**config.mk**
```make
export PLATFORM = sky130hd
export DESIGN_NAME = status_priority_detect
export DESIGN_NICKNAME = d
export VERILOG_FILES = /design/src/rtl/status_detect_pkg.sv /design/src/rtl/ch_debounce.sv /design/src/rtl/status_priority_detect.sv
export SDC_FILE = /design/constraint.sdc
export NUM_CORES = 1
export LEC_CHECK = 0
export ABC_AREA = 0
export CORE_UTILIZATION = 35
export DETAILED_ROUTE_END_ITERATION = 7
export SLEW_MARGIN = 10
export SYNTH_ARGS = -nofsm -noshare
export SYNTH_HDL_FRONTEND = slang
export SYNTH_SLANG_ARGS = --single-unit
```
**constraint.sdc**
```tcl
create_clock -name clk -period 2 [get_ports clk]
set_input_delay 0.4 -clock clk [delete_from_list [all_inputs] [get_ports clk]]
set_output_delay 0.4 -clock clk [all_outputs]
set_load 0.03 [all_outputs]
```
**src/rtl/status_detect_pkg.sv**
```systemverilog
// ---------------------------------------------------------------------------
// Package: status_detect_pkg
// Purpose: shared constants and helpers for the status priority detector.
//   - ST_* : meaning of each state code. The code is the channel index,
//            so channel 0 (error) has the highest priority.
//   - clog2_min1 : ceil(log2(value)), but never less than 1. Widths derived
//            from it stay legal for degenerate parameter values.
// Ports: none (package).
// ---------------------------------------------------------------------------
package status_detect_pkg;

    localparam int ST_ERR  = 0;
    localparam int ST_OFF  = 1;
    localparam int ST_ON   = 2;
    localparam int ST_OPEN = 3;

    // Number of bits needed to encode 0..value-1. Always returns at least 1.
    function automatic int clog2_min1(input int value);
        int width;
        width = 1;
        for (int i = 1; i < 31; i++) begin
            if ((1 << i) < value) begin
                width = i + 1;
            end
        end
        return width;
    endfunction

endpackage

```
**src/rtl/ch_debounce.sv**
```systemverilog
// ---------------------------------------------------------------------------
// Module: ch_debounce
// Purpose: synchronises and debounces one raw status line.
//   A two-flop synchroniser feeds a counter. The counter runs while the
//   synced level differs from the accepted (stable) level. After DEB_CYCLES
//   consecutive differing cycles, the stable level flips. Any shorter
//   excursion clears the counter and is never seen on dout.
// Parameters:
//   DEB_CYCLES : consecutive differing cycles required to accept a change (>=1)
// Ports:
//   clk   in  1  system clock
//   rst_n in  1  asynchronous active-low reset
//   din   in  1  raw asynchronous input
//   dout  out 1  debounced level
// ---------------------------------------------------------------------------
module ch_debounce
    import status_detect_pkg::*;
#(
    parameter int DEB_CYCLES = 16
) (
    input  logic clk,
    input  logic rst_n,
    input  logic din,
    output logic dout
);

    localparam int              CNT_W   = clog2_min1(DEB_CYCLES);
    localparam logic [CNT_W-1:0] CNT_MAX = CNT_W'(DEB_CYCLES - 1);

    logic             sync_a;
    logic             sync_b;
    logic             stable;
    logic [CNT_W-1:0] cnt;

    // The counter compares against DEB_CYCLES-1 because the cycle that hits
    // the limit is itself the DEB_CYCLES-th differing cycle.
    always_ff @(posedge clk or negedge rst_n) begin
        if (!rst_n) begin
            sync_a <= 1'b0;
            sync_b <= 1'b0;
            stable <= 1'b0;
            cnt    <= '0;
        end else begin
            sync_a <= din;
            sync_b <= sync_a;
            if (sync_b == stable) begin
                cnt <= '0;
            end else if (cnt == CNT_MAX) begin
                stable <= ~stable;
                cnt    <= '0;
            end else begin
                cnt <= cnt + CNT_W'(1);
            end
        end
    end

    assign dout = stable;

endmodule

```
**src/rtl/status_priority_detect.sv**
```systemverilog
// ---------------------------------------------------------------------------
// Module: status_priority_detect
// Purpose: N-channel status detector for the push-button/indicator path.
//   Each channel is synchronised and debounced. The lowest-index active
//   channel is then priority-encoded into a registered state. The state is
//   held while nothing is active. A one-cycle strobe marks every change of
//   state and the first detection after reset.
// Optional feature (macro STATE_DWELL_EN):
//   When defined, dwell_cnt counts the cycles spent in the current state.
//   It saturates at all-ones. When undefined, dwell_cnt is tied to 0.
// Parameters:
//   NUM_CH     : number of channels, 2..16
//   DEB_CYCLES : debounce length in cycles, >=1
//   DWELL_W    : dwell counter width
// Ports:
//   clk         in  1        system clock
//   rst_n       in  1        asynchronous active-low reset
//   status_in   in  NUM_CH   raw status lines, active high
//   state       out STATE_W  index of highest-priority active channel
//   state_valid out 1        a channel has been detected since reset
//   state_chg   out 1        pulse in the first cycle a new state is shown
//   any_active  out 1        OR of debounced channels
//   stable_vec  out NUM_CH   debounced channel levels
//   dwell_cnt   out DWELL_W  cycles in current state (STATE_DWELL_EN only)
// ---------------------------------------------------------------------------
module status_priority_detect
    import status_detect_pkg::*;
#(
    parameter  int NUM_CH     = 4,
    parameter  int DEB_CYCLES = 16,
    parameter  int DWELL_W    = 24,
    localparam int STATE_W    = clog2_min1(NUM_CH)
) (
    input  logic               clk,
    input  logic               rst_n,
    input  logic [NUM_CH-1:0]  status_in,
    output logic [STATE_W-1:0] state,
    output logic               state_valid,
    output logic               state_chg,
    output logic               any_active,
    output logic [NUM_CH-1:0]  stable_vec,
    output logic [DWELL_W-1:0] dwell_cnt
);

    logic [STATE_W-1:0] sel;
    logic               chg_next;

    for (genvar g = 0; g < NUM_CH; g++) begin : g_ch
        ch_debounce #(
            .DEB_CYCLES (DEB_CYCLES)
        ) u_deb (
            .clk   (clk),
            .rst_n (rst_n),
            .din   (status_in[g]),
            .dout  (stable_vec[g])
        );
    end

    assign any_active = |stable_vec;

    // Scan from the top down so the lowest active index is written last and wins.
    always_comb begin
        sel = '0;
        for (int i = NUM_CH - 1; i >= 0; i--) begin
            if (stable_vec[i]) begin
                sel = STATE_W'(i);
            end
        end
    end

    // A load counts as a change if it is the first since reset or if the value
    // differs. Registering the strobe beside state makes both appear on the same cycle.
    assign chg_next = any_active && (!state_valid || (sel != state));

    always_ff @(posedge clk or negedge rst_n) begin
        if (!rst_n) begin
            state       <= '0;
            state_valid <= 1'b0;
            state_chg   <= 1'b0;
        end else begin
            state_chg <= chg_next;
            if (any_active) begin
                state       <= sel;
                state_valid <= 1'b1;
            end
        end
    end

`ifdef STATE_DWELL_EN
    logic [DWELL_W-1:0] dwell_q;

    // Cleared in step with state_chg, so it reads 0 on the strobe cycle.
    // It then counts up and sticks at all-ones.
    always_ff @(posedge clk or negedge rst_n) begin
        if (!rst_n) begin
            dwell_q <= '0;
        end else if (chg_next || !state_valid) begin
            dwell_q <= '0;
        end else if (dwell_q != {DWELL_W{1'b1}}) begin
            dwell_q <= dwell_q + DWELL_W'(1);
        end
    end

    assign dwell_cnt = dwell_q;
`else
    assign dwell_cnt = '0;
`endif

endmodule
```
==> results of run 1 <==
## state kept, by name (all words and copies together), names as in the netlist
| signal | flops |
|---|---|
| g_ch.u_deb.sync_a | 4 |
| state_chg | 1 |
| g_ch.u_deb.sync_b | 4 |
| g_ch.u_deb.dout | 4 |
| state_valid | 1 |
| g_ch.u_deb.cnt | 16 |
| state | 2 |
## cells in the final DEF, fill, tap and decap left out, drive strengths merged, types with 2 or more instances in the layout
cell type	instances
nor2	4
ha	4
dfrtp	32
o21ai	4
mux2	4
nand3	4
nand4b	3
a311oi	4
nor3b	2
nor3	2
a21oi	7
xnor2	8
clkbuf	7
inv	5
conb	24
buf	5
clkdlybuf4s50	13
nor2b	4
## cell usage after synthesis (all sizes together)
cell / count / area share [%]
conb: 1 / 0.26
a21oi: 7 / 2.4
a311oi: 4 / 2.8
nor2b: 4 / 1.7
inv: 5 / 1.3
nor2: 4 / 1.0
a21o: 1 / 0.51
xor2: 1 / 0.60
nand4b: 3 / 1.8
ha: 4 / 3.4
nor3b: 2 / 1.0
mux2: 4 / 3.1
and3b: 1 / 0.60
xnor2: 8 / 4.8
nor4: 1 / 0.43
o21a: 1 / 0.51
dfrtp: 32 / 55
o21ai: 4 / 1.4
nand3: 4 / 1.4
buf: 28 / 14
nor3: 2 / 0.68
a31oi: 1 / 0.43
nand2: 1 / 0.26
nand2b: 1 / 0.43
o21bai: 1 / 0.51
## repair_timing
item,CTS,global route
setup endpoints to repair,1,1
hold buffers,0,0
resized for setup,1,1
## per-layer routing
| layer | vias up | global-route usage (%) |
|---|---|---|
| li1 | 418 | - |
| met1 | 405 | 14.5 |
| met2 | 35 | 18.4 |
| met3 | 7 | 5.65 |
| met4 | 0 | 7.18 |
| met5 | - | 0 |
## final timing paths
kind | start | end | slack (ns) | cells after the start
setup / recovery | g_ch[2].u_deb.dout$_DFFE_PN0P_ | stable_vec[2] | 0.12 | 2
hold / removal | g_ch[3].u_deb.sync_a$_DFF_PN0_ | g_ch[3].u_deb.sync_b$_DFF_PN0_ | 0.34 | 0
setup reg to reg | g_ch[2].u_deb.dout$_DFFE_PN0P_ | state_chg$_DFF_PN0_ | 0.75 | 4
hold reg to reg | g_ch[3].u_deb.sync_a$_DFF_PN0_ | g_ch[3].u_deb.sync_b$_DFF_PN0_ | 0.34 | 0
max in group asynchronous | rst_n | g_ch[2].u_deb.cnt[1]$_DFF_PN0_ | 1.19 | 2
min in group asynchronous | rst_n | g_ch[1].u_deb.dout$_DFFE_PN0P_ | 0.52 | 2
## worst max-delay path: stages (launching register included)
cell and delay, ns:
dfrtp_1 0.36, buf_4 0.16, clkdlybuf4s50_1 0.68
## stage by stage
stage               cells  worst slack, ns  area (um2)  util, %
floorplan             148            0.630        1560        -
global placement      189            0.166        1590     39.3
detailed placement    189            0.119        1590     39.3
CTS                   196           0.0519        1680     41.7
global route          196           0.0313        1690     41.9
finish                196            0.123        1690     41.9
## kinds of logic after synthesis
group                    after synthesis
AO/OA/AOI/OAI                         19
XOR/XNOR                               9
adder cells (fa/ha/maj)                4
buffers and inverters                 33
flip-flops                            32
multiplexers                           4
other                                  1
AND/OR/NAND/NOR                       23
## final cells by class
| type | instances | area [um2] |
|---|---|---|
| Inverter | 5 | 18.8 |
| Clock buffer | 7 | 96.3 |
| Timing Repair Buffer | 19 | 176 |
| Sequential cell | 32 | 801 |
| Multi-Input combinational cell | 83 | 532 |
| Fill cell | 374 | 2340 |
| Tap cell | 50 | 62.6 |
## power groups by stage
| stage | clock, uW | combinational (uW) | sequential, uW |
|---|---|---|---|
| floorplan | 0 | 141 | 721 |
| global placement | 0 | 149 | 716 |
| detailed placement | 0 | 152 | 719 |
| CTS | 542 | 153 | 707 |
| global route | 574 | 172 | 713 |
| finish | 518 | 151 | 708 |
==> out/metrics.yaml, run 1 <==
worstPathArrival_ns: 1.48
area_delta_synth_final_pct: 14.8
hp-class: "reg2reg"
power_frac_clock_pct: 37.6
hpwl_um: 1470
overflow: 0
io_pins: 39
cts_setup_buffers: 0
cts_tree: "done"
synth-compound-area-share_pct: 8.52
required_ns: 1.60
internal-power_uw: 1030
fin_total_pwr_uw: 1380
clkSinkCount: 32
numPortBuffers: 14
path_clk_slew_ns: 0.06
synth_fa_ha_area_share_pct: 3.41
timing.final.crit_share_pct: 93.9
first_global_vias: 857
synth.area.mux_share_pct: 3.07
peakVddDrop_uv: 399
final_nets: 156
maxCapViolations: 0
numCtsBuffers: 5
synth_cell_types: 27
yosys.area_share.simple_pct: 9.28
vias: 865
drt-initial-drc-count: 25
finalSetupTns_ns: 0
synth_xor_area_share_pct: 5.37
dieWidth_um: 66.8
fmax_ghz: 0.533
start_util_pct: 36.5
drive_above_1_share_pct: 11.6
syn_area_um2: 1470
highest-signal-layer: "met4"
gp_congestion: 0.642
die_area_um2: 4460
holdWs_ns: 0.345
worstSkewPairLatency_ns: 0.28
outcome: "finished clean"
power.share.sequential_pct: 51.4
drtPass1Iterations: 4
startpoint_type: "flip-flop"
cp-end-kind: "output port"
synthCells: 125
switching_share_pct: 25.1
ys_ff_latch: 32
h-tree-depth: 2
drv_slew: 0
ys_seq_area_share_pct: 54.5
clock_skew_ns: 0.00402
comb_power_share_pct: 11.0
wl_met2_um: 944
grt_pass1_wl_um: 3910
worstPathMaxFanout: 6
hold_viol_final: 0
post-route-min-period_ns: 1.88
wl_met3_um: 132
synth_top_family_by_area: "buffers and inverters"
wl_met1_um: 962
antenna_found_initial: 0
clock_path_buffers: 2
setup_viol_count_final: 0
viasPerCell: 4.41
insertedDiodeCount: 0
power.switching_uw: 345
ctsRootBufferMaster: "clkbuf_8"
grt_use_total_pct: 12.4
p_leak_uw: 0.000793
rsz0062_at_grt: "no"
pwr_density_cell_nw_per_um2: 816
drt_wl_total_um: 2090
avgSynthCellArea_um2: 11.8
critical_path_class: "reg2out"
core_area_um2: 4030
grt_start_max_net_pins: 33
yosysWarnings: 0
ant_nets: 0
chipHeight_um: 66.8
avgRoutedWirePerCell_um: 10.7
route.detailed.drc: 0
core.rowCount: 23
Note: power is estimated with default switching activity, not from simulation.
==> run 2, diff against run 1 <==
--- a/config.mk
+++ b/config.mk
@@ -6,8 +6,9 @@
 export NUM_CORES = 1
 export LEC_CHECK = 0
 export ABC_AREA = 0
-export CORE_UTILIZATION = 35
+export CORE_UTILIZATION = 51
 export DETAILED_ROUTE_END_ITERATION = 7
+export PLACE_DENSITY = 0.83
 export SLEW_MARGIN = 10
 export SYNTH_ARGS = -nofsm -noshare
 export SYNTH_HDL_FRONTEND = slang
==> run 2 against run 1 <==
Net effect: sequential power about the same; clock skew is 0.0052 ns higher; register-to-register slack lost 0.04 ns; clock power down 26%; maximum frequency decreased by 3.0%; non-clock buffer count unchanged; critical path depth unchanged; largest power group unchanged.
==> out/metrics.yaml, run 2 (same netlist as run 1, synthesis figures left out) <==
cts_setup_buffers: 0  # unchanged
power.share.sequential_pct: 56.9  # +5.5 points
outcome: "finished clean"
worstSkewPairLatency_ns: 0.33  # +0.05 ns
power.switching_uw: 353  # +2.2%
grt_start_max_net_pins: 33  # unchanged
ctsRootBufferMaster: "clkbuf_4"
layout_common_cells: "32 x dfrtp_1, 24 x conb_1, 11 x clkdlybuf4s50_1"
largest_reg_flops: 16  # unchanged
avgRoutedWirePerCell_um: 12.3  # +15%
core_area_um2: 2730  # -32%
switching_share_pct: 28.3  # +3.3 points
dieWidth_um: 55.7  # -17%
holdWs_ns: 0.352  # +0.00655 ns
ctsHoldBuffers: 0  # unchanged
drv_slew: 0  # unchanged
design_area_um2: 1630  # -3.2%
busiest_layer: "met2"
worstPathMaxFanout: 7  # +1
start_util_pct: 53.7  # +17 points
setup_viol_count_final: 0  # unchanged
regMostFlops: "g_ch.u_deb.cnt"
final_nets: 156  # unchanged
ant_nets: 0  # unchanged
timing.final.crit_share_pct: 96.8  # +2.9 points
core.rowCount: 19  # -17%
grt_pass1_wl_um: 3910  # -0.18%
overflow: 0  # unchanged
power_frac_clock_pct: 30.9  # -6.7 points
clkSinkCount: 32  # unchanged
required_ns: 1.60  # about the same
grt.met2_usage_pct: 27.9  # +9.4 points
maxCapViolations: 0  # unchanged
chipHeight_um: 55.7  # -17%
vias: 890  # +2.9%
route.detailed.drc: 0  # unchanged
die_area_um2: 3100  # -31%
fmax_ghz: 0.517  # -3.0%
clock_skew_ns: 0.00927  # +0.00525 ns
comb_power_share_pct: 12.3  # +1.3 points
internal-power_uw: 892  # -14%
r2r_setup_slack_ns: 0.71  # -0.04 ns
p_leak_uw: 0.000818  # +3.2%
path_clk_slew_ns: 0.10  # +0.04 ns
first_global_vias: 871  # +1.6%
drtPass1Iterations: 4  # unchanged
clock_path_buffers: 2  # unchanged
use_met3_pct: 6.74  # +1.1 points
drive_above_1_share_pct: 12.2  # +0.60 points
critical_path_class: "reg2out"
grtUsageMet1_pct: 18.8  # +4.3 points
h-tree-depth: 2  # unchanged
pwr_density_cell_nw_per_um2: 762  # -6.6%
insertedDiodeCount: 0  # unchanged
area_delta_synth_final_pct: 11.2
drt_wl_total_um: 2180  # +4.4%
peakVddDrop_uv: 595  # +49%
cp-end-kind: "output port"
antenna_found_initial: 0  # unchanged
worstPathArrival_ns: 1.54  # +0.06 ns
io_pins: 39  # unchanged
post-route-min-period_ns: 1.94  # +0.0582 ns
gp_congestion: 0.734  # +14%
numCtsBuffers: 5  # unchanged
final_common_cell: "dfrtp_1"
drt-initial-drc-count: 10  # -60%
hold_viol_final: 0  # unchanged
ctsResizeCount: 1  # unchanged
place_area_um2: 1560  # -1.5%
startpoint_type: "flip-flop"
cts_tree: "done"
hp-class: "reg2reg"
numPortBuffers: 14  # unchanged
grt_use_total_pct: 16.7  # +4.3 points
hpwl_um: 1570  # +6.6%
viasPerCell: 5.00  # +13%
## run 2: final cells by class
class / instances / area (um2)
Fill cell: 225 / 1100
Inverter: 5 / 18.8
Multi-Input combinational cell: 83 / 532
Timing Repair Buffer: 19 / 181
Sequential cell: 32 / 801
Tap cell: 31 / 38.8
Clock buffer: 6 / 51.3
Clock inverter: 2 / 10.0
## run 2: path summary, 6_finish.rpt
| check | from | depth (start not counted) | to |
|---|---|---|---|
| setup / recovery | g_ch[0].u_deb.dout$_DFFE_PN0P_ | 2 | stable_vec[0] |
| max in group asynchronous | rst_n | 2 | g_ch[1].u_deb.cnt[1]$_DFF_PN0_ |
| min in group asynchronous | rst_n | 2 | g_ch[0].u_deb.sync_b$_DFF_PN0_ |
| setup reg to reg | g_ch[2].u_deb.cnt[0]$_DFF_PN0_ | 3 | g_ch[2].u_deb.dout$_DFFE_PN0P_ |
| hold reg to reg | g_ch[0].u_deb.sync_a$_DFF_PN0_ | 0 | g_ch[0].u_deb.sync_b$_DFF_PN0_ |
| hold / removal | g_ch[0].u_deb.sync_a$_DFF_PN0_ | 0 | g_ch[0].u_deb.sync_b$_DFF_PN0_ |
## run 2: metrics by stage
stage               worst slack [ns]  TNS [ns]  utilization (%)  power, uW  std cells
floorplan                      0.630         0                -        862        148
global route                -0.00848   -0.0168             59.7       1310        178
detailed placement             0.180         0             57.1        873        170
global placement               0.185         0             57.1        864        170
CTS                           0.0458         0             59.3       1250        178
finish                        0.0644         0             59.7       1240        178
## run 2: per-layer routing
layer  vias up  share of wire (%)
li1        417                  -
met1       428                 41
met2        40                 51
met3         5                6.9
met4         0                1.2
met5         -                  0
## run 2: critical path, stage by stage, from the launching register on
cell and delay (ns):
dfrtp_1 0.38, buf_4 0.16, clkdlybuf4s50_1 0.67
## run 2: power groups by stage
stage	clock (uW)	combinational [uW]	sequential, uW
after CTS	392	155	707
after global routing	432	168	712
after detailed placement	0	153	720
final	384	153	708
after global placement	0	148	716
after floorplan	0	141	721
==> run 3, diff against run 2 <==
--- a/config.mk
+++ b/config.mk
@@ -8,8 +8,8 @@
 export ABC_AREA = 0
 export CORE_UTILIZATION = 51
 export DETAILED_ROUTE_END_ITERATION = 7
+export MAX_ROUTING_LAYER = met4
 export PLACE_DENSITY = 0.83
-export SLEW_MARGIN = 10
 export SYNTH_ARGS = -nofsm -noshare
 export SYNTH_HDL_FRONTEND = slang
 export SYNTH_SLANG_ARGS = --single-unit
==> run 3 against run 2 <==
Net effect: register-to-register slack about the same; final cell count unchanged; clock skew increased by 0.00099 ns; first-iteration DRC count increased by 50%; wire length increased by 1.1%; design area increased by 0.15%; maximum frequency decreased by 0.44%; hold slack about the same; sequential share of layout area decreased by 0.075 points; core utilization increased by 0.091 points.
==> out/metrics.yaml, run 3 (same netlist as run 1, synthesis figures left out) <==
outcome: "finished clean"
area_delta_synth_final_pct: 11.3
route.detailed.drc: 0  # unchanged
final_util_pct: 59.8  # +0.091 points
gp_congestion: 0.743  # +1.2%
path_clk_slew_ns: 0.10  # about the same
io_pins: 39  # unchanged
path_cells: "buf_4 > clkdlybuf4s50_1"
worstPathMaxFanout: 7  # unchanged
r2r_start: "g_ch[2].u_deb.cnt[0]$_DFF_PN0_"
vias: 901  # +1.2%
place_area_um2: 1560  # unchanged
hold_viol_final: 0  # unchanged
drtPass1Iterations: 4  # unchanged
core.rowCount: 19  # unchanged
dp.cells: 170  # unchanged
first_global_vias: 866  # -0.57%
worstPathArrival_ns: 1.54  # about the same
post-route-worst-setup-slack_ns: 0.0559  # -0.00850 ns
layout.cells.non_filler: 178  # unchanged
start_util_pct: 53.7  # unchanged
power.switching_uw: 358  # +1.4%
cts_setup_buffers: 0  # unchanged
drive_above_1_share_pct: 12.2  # unchanged
switching_share_pct: 28.6  # +0.28 points
pre_cts_slack_ns: 0.180  # unchanged
dieWidth_um: 55.7  # unchanged
critical_path_class: "reg2out"
required_ns: 1.60  # about the same
design_area_um2: 1640  # +0.15%
cts_tree: "done"
largest_reg_flops: 16  # unchanged
setup_viol_count_final: 0  # unchanged
ctsRootBufferMaster: "clkbuf_4"
antenna_found_initial: 0  # unchanged
numCtsBuffers: 5  # unchanged
grt_use_total_pct: 17.3  # +0.59 points
timing.final.crit_share_pct: 97.2  # +0.42 points
drt-initial-drc-count: 15  # +5
holdCritStartpoint: "g_ch[0].u_deb.sync_a$_DFF_PN0_"
maxCapViolations: 0  # unchanged
internal-power_uw: 892  # about the same
pwr_density_cell_nw_per_um2: 764  # +0.23%
ctsHoldBuffers: 0  # unchanged
p_leak_uw: 0.000837  # +2.3%
cpPeakStageDelay_ns: 0.67  # about the same
chipHeight_um: 55.7  # unchanged
worstSkewPairLatency_ns: 0.34  # about the same
peakVddDrop_uv: 597  # +0.48%
drv_slew: 0  # unchanged
clock_skew_ns: 0.0103  # +0.000995 ns
drt_wl_total_um: 2210  # +1.1%
path_delay_family: "buffers and inverters"
core_area_um2: 2730  # unchanged
overflow: 0  # unchanged
power_frac_clock_pct: 31.1  # +0.2 points
startpoint_type: "flip-flop"
insertedDiodeCount: 0  # unchanged
grt_start_max_net_pins: 33  # unchanged
die_area_um2: 3100  # unchanged
holdWs_ns: 0.352  # +0.000376 ns
path_buf_inv: 2  # unchanged
ant_nets: 0  # unchanged
hpwl_um: 1570  # unchanged
numPortBuffers: 14  # unchanged
cp-end-kind: "output port"
post-route-min-period_ns: 1.94  # +0.00850 ns
hp-class: "reg2reg"
viasPerCell: 5.06  # +1.2%
clock_path_buffers: 2  # unchanged
critical_path.slowest_cell: "clkdlybuf4s50_1"
final_nets: 156  # unchanged
regMostFlops: "g_ch.u_deb.cnt"
h-tree-depth: 2  # unchanged
comb_power_share_pct: 12.2  # about the same
clkSinkCount: 32  # unchanged
startpoint: "g_ch[0].u_deb.dout$_DFFE_PN0P_"
avgRoutedWirePerCell_um: 12.4  # +1.1%
grt_pass1_wl_um: 3910  # +0.18%
power.share.sequential_pct: 56.7  # -0.2 points
fmax_ghz: 0.514  # -0.44%
layout_common_cells: "32 x dfrtp_1, 24 x conb_1, 10 x clkdlybuf4s50_1"
final_common_cell: "dfrtp_1"
## run 3: changes by cell type in the layout (fill, tap and decap cells not counted), sizes merged
cell | previous run | this run
clkdlybuf4s50 | 11 | 10
dlymetal6s2s | 2 | 3
## run 3: timing repair
action / 4_1_cts / 5_1_grt
hold endpoints to repair: 0 / 0
gates resized for setup: 1 / 4
endpoints found under the setup margin: 1 / 2
pin swaps: 0 / 0
## run 3: power groups by stage
stage	Clock [uW]	Sequential, uW	Combinational, uW
floorplan	0	721	141
global placement	0	716	148
detailed placement	0	720	153
CTS	392	707	155
global route	436	712	167
finish	389	708	153
## run 3: final timing paths
| check | slack, ns | cells past startpoint | to |
|---|---|---|---|
| worst max-delay path | 0.06 | 2 | stable_vec[0] |
| worst min-delay path | 0.35 | 0 | g_ch[0].u_deb.sync_b$_DFF_PN0_ |
| worst max register to register | 0.70 | 3 | g_ch[2].u_deb.dout$_DFFE_PN0P_ |
| worst min register to register | 0.35 | 0 | g_ch[0].u_deb.sync_b$_DFF_PN0_ |
| max in group asynchronous | 1.27 | 2 | g_ch[1].u_deb.sync_b$_DFF_PN0_ |
| min in group asynchronous | 0.44 | 2 | g_ch[0].u_deb.sync_b$_DFF_PN0_ |
## run 3: cell type report
cell class,count,area (um2)
Timing Repair Buffer,19,184
Inverter,5,18.8
Clock inverter,2,10.0
Clock buffer,6,51.3
Fill cell,224,1100
Tap cell,31,38.8
Sequential cell,32,801
Multi-Input combinational cell,83,532
## run 3: per-layer routing
metal	up-vias	global-route usage, %	wire (um)
li1	419	-	-
met1	436	18.5	923
met2	42	28.2	1100
met3	4	7.21	146
met4	0	7.14	37
met5	-	-	0
## run 3: through the flow
step / power [uW] / setup TNS [ns]
2_1_floorplan: 862 / 0
3_3_place_gp: 864 / 0
3_5_place_dp: 873 / 0
4_1_cts: 1250 / 0
5_1_grt: 1320 / -0.0245
6_report: 1250 / 0
